File: src/rtl/cprv_pkg.sv
// cprv_pkg: shared requester tags and opcode constants for the cprv core
package cprv_pkg;
    typedef enum logic {SRC_IF = 1'b0, SRC_MEM = 1'b1} arb_src_e;
    localparam logic [6:0] LOAD  = 7'b0000011;
    localparam logic [6:0] STORE = 7'b0100011;
endpackage

File: src/rtl/cprv_tag_fifo.sv
// cprv_tag_fifo: 1-bit-wide synchronous FIFO remembering which requester owns each in-flight RAM request
module cprv_tag_fifo #(
    parameter int DEPTH = 2
) (
    input  logic                       clk,
    input  logic                       rst,
    input  logic                       i_push,
    input  logic                       i_din,
    input  logic                       i_pop,
    output logic                       o_head,
    output logic                       o_empty,
    output logic                       o_full,
    output logic [$clog2(DEPTH):0]     o_count
);
    localparam int AW = $clog2(DEPTH);
    localparam int CW = AW + 1;
    logic [DEPTH-1:0] r_mem;
    logic [AW-1:0]    r_wp, r_rp;
    logic [CW-1:0]    r_count;
    always_ff @(posedge clk) begin
        if (rst) begin
            r_wp    <= '0;
            r_rp    <= '0;
            r_count <= '0;
        end else begin
            if (i_push) r_wp <= r_wp + 1'b1;
            if (i_pop)  r_rp <= r_rp + 1'b1;
            r_count <= r_count + CW'(i_push) - CW'(i_pop);
        end
    end
    always_ff @(posedge clk) begin
        if (i_push) r_mem[r_wp] <= i_din;
    end
    assign o_head  = r_mem[r_rp];
    assign o_empty = (r_count == '0);
    assign o_full  = (r_count == CW'(DEPTH));
    assign o_count = r_count;
endmodule

File: src/rtl/cprv_dmem_arbiter.sv
// cprv_dmem_arbiter: shares one RAM port between IF and the mem stage with in-order response routing.
// Define CPRV_DMEM_ARB_RR_EN for round-robin arbitration instead of fixed MEM > IF priority.
module cprv_dmem_arbiter
    import cprv_pkg::*;
#(
    parameter int DATA_WIDTH      = 64,
    parameter int MAX_OUTSTANDING = 2
) (
    input  logic                  clk,
    input  logic                  rst,
    input  logic                  valid_if_i,
    output logic                  ready_if_o,
    input  logic [DATA_WIDTH-1:0] addr_if_i,
    output logic                  valid_if_o,
    input  logic                  ready_if_i,
    output logic [DATA_WIDTH-1:0] rdata_if_o,
    input  logic                  valid_dmem_i,
    output logic                  ready_dmem_o,
    input  logic [DATA_WIDTH-1:0] addr_dmem_i,
    input  logic [DATA_WIDTH-1:0] wdata_dmem_i,
    input  logic                  w_en_dmem_i,
    output logic                  valid_mem_dmem_o,
    input  logic                  ready_mem_dmem_i,
    output logic [DATA_WIDTH-1:0] rdata_dmem_o,
    output logic                  valid_ram_o,
    input  logic                  ready_ram_i,
    output logic [DATA_WIDTH-1:0] addr_ram_o,
    output logic [DATA_WIDTH-1:0] wdata_ram_o,
    output logic                  w_en_ram_o,
    input  logic                  valid_ram_i,
    output logic                  ready_ram_o,
    input  logic [DATA_WIDTH-1:0] rdata_ram_i,
    output logic                  orphan_rsp_o
);
    localparam int CW = $clog2(MAX_OUTSTANDING) + 1;
    logic                  w_cke, w_grant_ok, w_gnt_if, w_gnt_mem, w_push, w_pop;
    logic                  w_head, w_empty, w_full;
    logic [CW-1:0]         w_count;
    arb_src_e              w_head_src;
    logic                  r_valid, r_w_en, r_orphan;
    logic [DATA_WIDTH-1:0] r_addr, r_wdata;
    assign w_cke      = ~r_valid | ready_ram_i;
    // registered count only: a pop this cycle must not free a slot for a push this cycle
    assign w_grant_ok = w_cke & (w_count < CW'(MAX_OUTSTANDING));
`ifdef CPRV_DMEM_ARB_RR_EN
    arb_src_e r_rr;
    assign ready_dmem_o = w_grant_ok & (~valid_if_i | (r_rr == SRC_MEM));
    assign ready_if_o   = w_grant_ok & (~valid_dmem_i | (r_rr == SRC_IF));
    always_ff @(posedge clk) begin
        if (rst)         r_rr <= SRC_MEM;
        else if (w_push) r_rr <= w_gnt_mem ? SRC_IF : SRC_MEM;
    end
`else
    assign ready_dmem_o = w_grant_ok;
    assign ready_if_o   = w_grant_ok & ~valid_dmem_i;
`endif
    assign w_gnt_mem = valid_dmem_i & ready_dmem_o;
    assign w_gnt_if  = valid_if_i & ready_if_o;
    assign w_push    = w_gnt_mem | w_gnt_if;
    always_ff @(posedge clk) begin
        if (rst) begin
            r_valid <= 1'b0;
            r_addr  <= '0;
            r_wdata <= '0;
            r_w_en  <= 1'b0;
        end else if (w_cke) begin
            r_valid <= w_push;
            if (w_gnt_mem) begin
                r_addr  <= addr_dmem_i;
                r_wdata <= wdata_dmem_i;
                r_w_en  <= w_en_dmem_i;
            end else if (w_gnt_if) begin
                r_addr  <= addr_if_i;
                r_wdata <= '0;
                r_w_en  <= 1'b0;
            end
        end
    end
    assign valid_ram_o = r_valid;
    assign addr_ram_o  = r_addr;
    assign wdata_ram_o = r_wdata;
    assign w_en_ram_o  = r_w_en;
    cprv_tag_fifo #(.DEPTH(MAX_OUTSTANDING)) u_tag_fifo (
        .clk     (clk),
        .rst     (rst),
        .i_push  (w_push),
        .i_din   (w_gnt_mem),
        .i_pop   (w_pop),
        .o_head  (w_head),
        .o_empty (w_empty),
        .o_full  (w_full),
        .o_count (w_count)
    );
    assign w_head_src       = arb_src_e'(w_head);
    assign valid_if_o       = valid_ram_i & ~w_empty & (w_head_src == SRC_IF);
    assign valid_mem_dmem_o = valid_ram_i & ~w_empty & (w_head_src == SRC_MEM);
    // responses with nobody waiting are swallowed so the RAM never stalls on them
    assign ready_ram_o      = w_empty | ((w_head_src == SRC_MEM) ? ready_mem_dmem_i : ready_if_i);
    assign rdata_if_o       = rdata_ram_i;
    assign rdata_dmem_o     = rdata_ram_i;
    assign w_pop            = valid_ram_i & ready_ram_o & ~w_empty;
    always_ff @(posedge clk) begin
        if (rst) r_orphan <= 1'b0;
        else     r_orphan <= valid_ram_i & w_empty;
    end
    assign orphan_rsp_o = r_orphan;
endmodule

File: config.mk
export PLATFORM = sky130hd
export DESIGN_NAME = cprv_dmem_arbiter
export DESIGN_NICKNAME = d
export VERILOG_FILES = /design/src/rtl/cprv_pkg.sv /design/src/rtl/cprv_tag_fifo.sv /design/src/rtl/cprv_dmem_arbiter.sv
export SDC_FILE = /design/constraint.sdc
export NUM_CORES = 1
export LEC_CHECK = 0
export CORE_AREA = 2 2 206 208
export CTS_CLUSTER_SIZE = 40
export DETAILED_ROUTE_END_ITERATION = 10
export DIE_AREA = 0 0 208 210
export RECOVER_POWER = 25
export SYNTH_ARGS = -nofsm -noshare
export SYNTH_HDL_FRONTEND = slang
export SYNTH_SLANG_ARGS = --single-unit
File: constraint.sdc
create_clock -name clk -period 4.3 [get_ports clk]
set_input_delay 1.29 -clock clk [delete_from_list [all_inputs] [get_ports clk]]
set_output_delay 1.29 -clock clk [all_outputs]
set_load 0.01 [all_outputs]
==> results <==
==> worst max path at each step <==
stage | start | to | slack (ns) | depth (start not counted)
finish | valid_ram_i | valid_if_o | 0.24 | 4
global route | valid_ram_i | valid_if_o | 0.12 | 4
CTS | valid_ram_i | valid_if_o | 0.31 | 4
detailed placement | valid_ram_i | valid_if_o | 0.31 | 4
global placement | valid_ram_i | valid_if_o | 0.30 | 4
floorplan | ready_ram_i | ready_if_o | 0.73 | 6
==> through the flow <==
stage	power, mW	setup slack, ns	utilization, %
6_report	5.21	0.238	25.6
5_1_grt	5.50	0.120	25.6
4_1_cts	5.31	0.308	25.6
3_5_place_dp	3.80	0.310	24.3
3_3_place_gp	3.77	0.304	24.3
2_1_floorplan	2.86	0.728	-
==> final cells by class <==
type / count / area (um2) / area share [%]
Antenna cell: 1 / 2.50 / 0.0235
Clock buffer: 24 / 482 / 4.53
Clock inverter: 7 / 68.8 / 0.647
Inverter: 67 / 251 / 2.36
Multi-Input combinational cell: 421 / 2840 / 26.7
Sequential cell: 137 / 2770 / 26.0
Tap cell: 539 / 674 / 6.34
Timing Repair Buffer: 359 / 3550 / 33.4
==> critical path: cells and delay by family <==
family	cells	cell delay (ns)
AOI/OAI and AO/OA	1	0.14
and+or+nand+nor	1	0.19
buffers and inverters	2	1.15
==> logic make-up after synthesis <==
logic type | synth area share (%)
and+or+nand+nor | 6.11
xor gates and xnor gates | 0.121
DFF | 38.2
muxes | 0.571
AOI/OAI and AO/OA | 31.8
adders and majority gates | 0.346
buffers and inverters | 22.9
==> registers in the layout (all words and copies together) (netlist names) <==
signal,flops
orphan_rsp_o,1
wdata_ram_o,64
w_en_ram_o,1
addr_ram_o,64
u_tag_fifo.r_rp,1
u_tag_fifo.r_mem,2
u_tag_fifo.o_count,2
valid_ram_o,1
u_tag_fifo.r_wp,1
==> per-layer routing <==
layer	global-route usage, %	vias to the layer above	wire length (um)
li1	-	3331	-
met1	14.5	3506	11800
met2	20.4	343	13500
met3	5.57	72	2620
met4	7.26	4	1060
met5	0	-	30
==> power groups by stage <==
stage / logic, mW / clock network [mW] / registers (mW)
2_1_floorplan: 1.04 / 0 / 1.82
3_3_place_gp: 2.00 / 0 / 1.77
3_5_place_dp: 2.02 / 0 / 1.78
4_1_cts: 2.03 / 1.53 / 1.76
5_1_grt: 2.16 / 1.55 / 1.79
6_report: 2.00 / 1.45 / 1.75
==> cells in the mapped netlist, drive strengths merged <==
| cell type | n |
|---|---|
| nand3 | 65 |
| and2 | 1 |
| a21oi | 67 |
| nor2b | 5 |
| mux2i | 3 |
| edfxtp | 2 |
| xor2 | 1 |
| clkbuf | 78 |
| o211ai | 2 |
| nor3 | 2 |
| a221oi | 64 |
| mux2 | 1 |
| buf | 153 |
| a2111oi | 64 |
| nand2b | 2 |
| nor4b | 1 |
| or3 | 1 |
| inv | 67 |
| nor2 | 7 |
| dfxtp | 135 |
| ha | 2 |
| or4 | 1 |
| o31ai | 66 |
| o21ai | 66 |
==> impl_metrics.csv <==
group,metric,value,unit
setup_path,critical_path_arrival,2.77,ns
die,die_w,208,um
clock_tree,clock_latency,0.47,ns
power_and_ir_drop,p_sw_share,35.7,%
worst_hold_path,min_to,"wdata_ram_o[4]",
worst_hold_path,hold_start,"wdata_ram_o[4]",
timing,whs,0.463,ns
drt,drt-vias-per-instance,4.67,
power_and_ir_drop,p_int,3.35,mW
die,dieArea,0.0437,mm2
yosys,synth_top_cell_area_share,37.4,%
timing,drv_slew,0,
die,core_area,0.0415,mm2
timing,tightest_slew,1.31,ns
power_and_ir_drop,p_switching,1.86,mW
yosys,synth_nets,1123,
final_layout,final_common_cell,"clkdlybuf4s50_1",
timing,hold_viol_final,0,
timing,slew-limit-headroom,12.5,%
global_route,grt_first_pass_wirelength,42.8,mm
yosys,yosysWarnings,0,
clock_tree,cts_buffers,17,
placed_design,port_buffers,336,
setup_path,crit_fanout,4,
power_and_ir_drop,ir_worst_vdd,0.451,mV
drt,wl,29.0,mm
final_layout,instances_no_fill,1555,
setup_path,crit_chain,"dlygate4sd3_1 -> o21ai_0 -> nor2b_1 -> clkdlybuf4s50_1",
clock_tree,htreeDepth,4,
final_layout,fill_cells,4442,
die,start_util,17.4,%
global_route,antenna_found_initial,3,
worst_hold_path,hp-class,"flop to flop",
yosys,yosys.area.top_type,"dfxtp_1",
setup_path,r2r-end,"addr_ram_o[21]",
clock_tree,clkTransAtPathRegs,0.06,ns
drt,route.detailed.drc,0,
placed_design,routabilityCongestion,0.728,
outcome,status,"finished clean",
setup_path,critPathCaptureType,"output pin",
setup_path,worst-setup-path-type,"input pin to output pin",
yosys,synth.avg_cell_area,8.45,um2
clock_tree,ctsResizeCount,0,
die,ios,529,
timing,setup_viol,0,
global_route,grt_pass1_vias,7117,
die,die_h,210,um
timing,fin_tns_setup,0,ns
global_route,track_usage,12.9,%
setup_path,max_stage_delay,0.59,ns
clock_tree,cts_root_buf,"clkbuf_16",
setup_path,cp_slowest_cell,"dlygate4sd3_1",
setup_path,cp-start-kind,"input pin",
global_route,grt.overflow.total,0,
yosys,syn-cell-area,0.00723,mm2
global_route,grt_start_max_net_pins,95,
power_and_ir_drop,pwr-share-clk,27.9,%
yosys,ys_seq_area_share,38.2,%
clock_tree,cts.path.max_buffers,2,
clock_tree,tritoncts,"done",
setup_path,rrSetupSlack,1.37,ns
setup_path,worstReg2RegStart,"u_tag_fifo.o_count[1]",
power_and_ir_drop,pwr-share-comb,38.4,%
final_layout,syn_to_final_growth,47.1,%
job,maxCapViolCount,0,
drt,vias,7256,
timing,final.period_utilization,94.5,%
final_layout,final_cell_mix,"clkdlybuf4s50_1 (333), dfxtp_1 (134), inv_1 (67), a21oi_1 (67)",
yosys,ys_ff_latch,137,
clock_tree,clkSinkCount,137,
timing,period_needed,4.06,ns
drt,initialDrtViolationCount,627,
timing,skew,0.00611,ns
timing,rsz0062_at_grt,"no",
setup_path,worstRegToRegCells,5,
placed_design,hpwl,18.6,mm
yosys,ys_top_cells_by_area,"dfxtp_1 (37%), buf_4 (13%), a2111oi_0 (7.8%)",
drt,wl_per_cell,18.6,um
yosys,syn_inst,856,
final_layout,fin_nets,1270,
power_and_ir_drop,power_density,490,mW/mm2
final_layout,stdcell_area,0.0106,mm2
power_and_ir_drop,power.leakage,3.75,nW
placed_design,place_area,0.0101,mm2
clock_tree,cts_hold_buf,0,
clock_tree,cts_setup_buffers,0,
final_layout,drive_gt1_share,5.91,%
power_and_ir_drop,seqPwrFrac,33.7,%
die,row_count,75,
drt,postRouteAntennaNets,0,
setup_path,worstPathRequired,3.01,ns
worst_hold_path,hold_depth,2,
yosys,yosysUniqueCellTypes,28,
drt,first_pass_iters,5,
placed_design,dp.cells,1523,
timing,fmax,246,MHz
No activity file was read; power rests on OpenSTA's default activity.
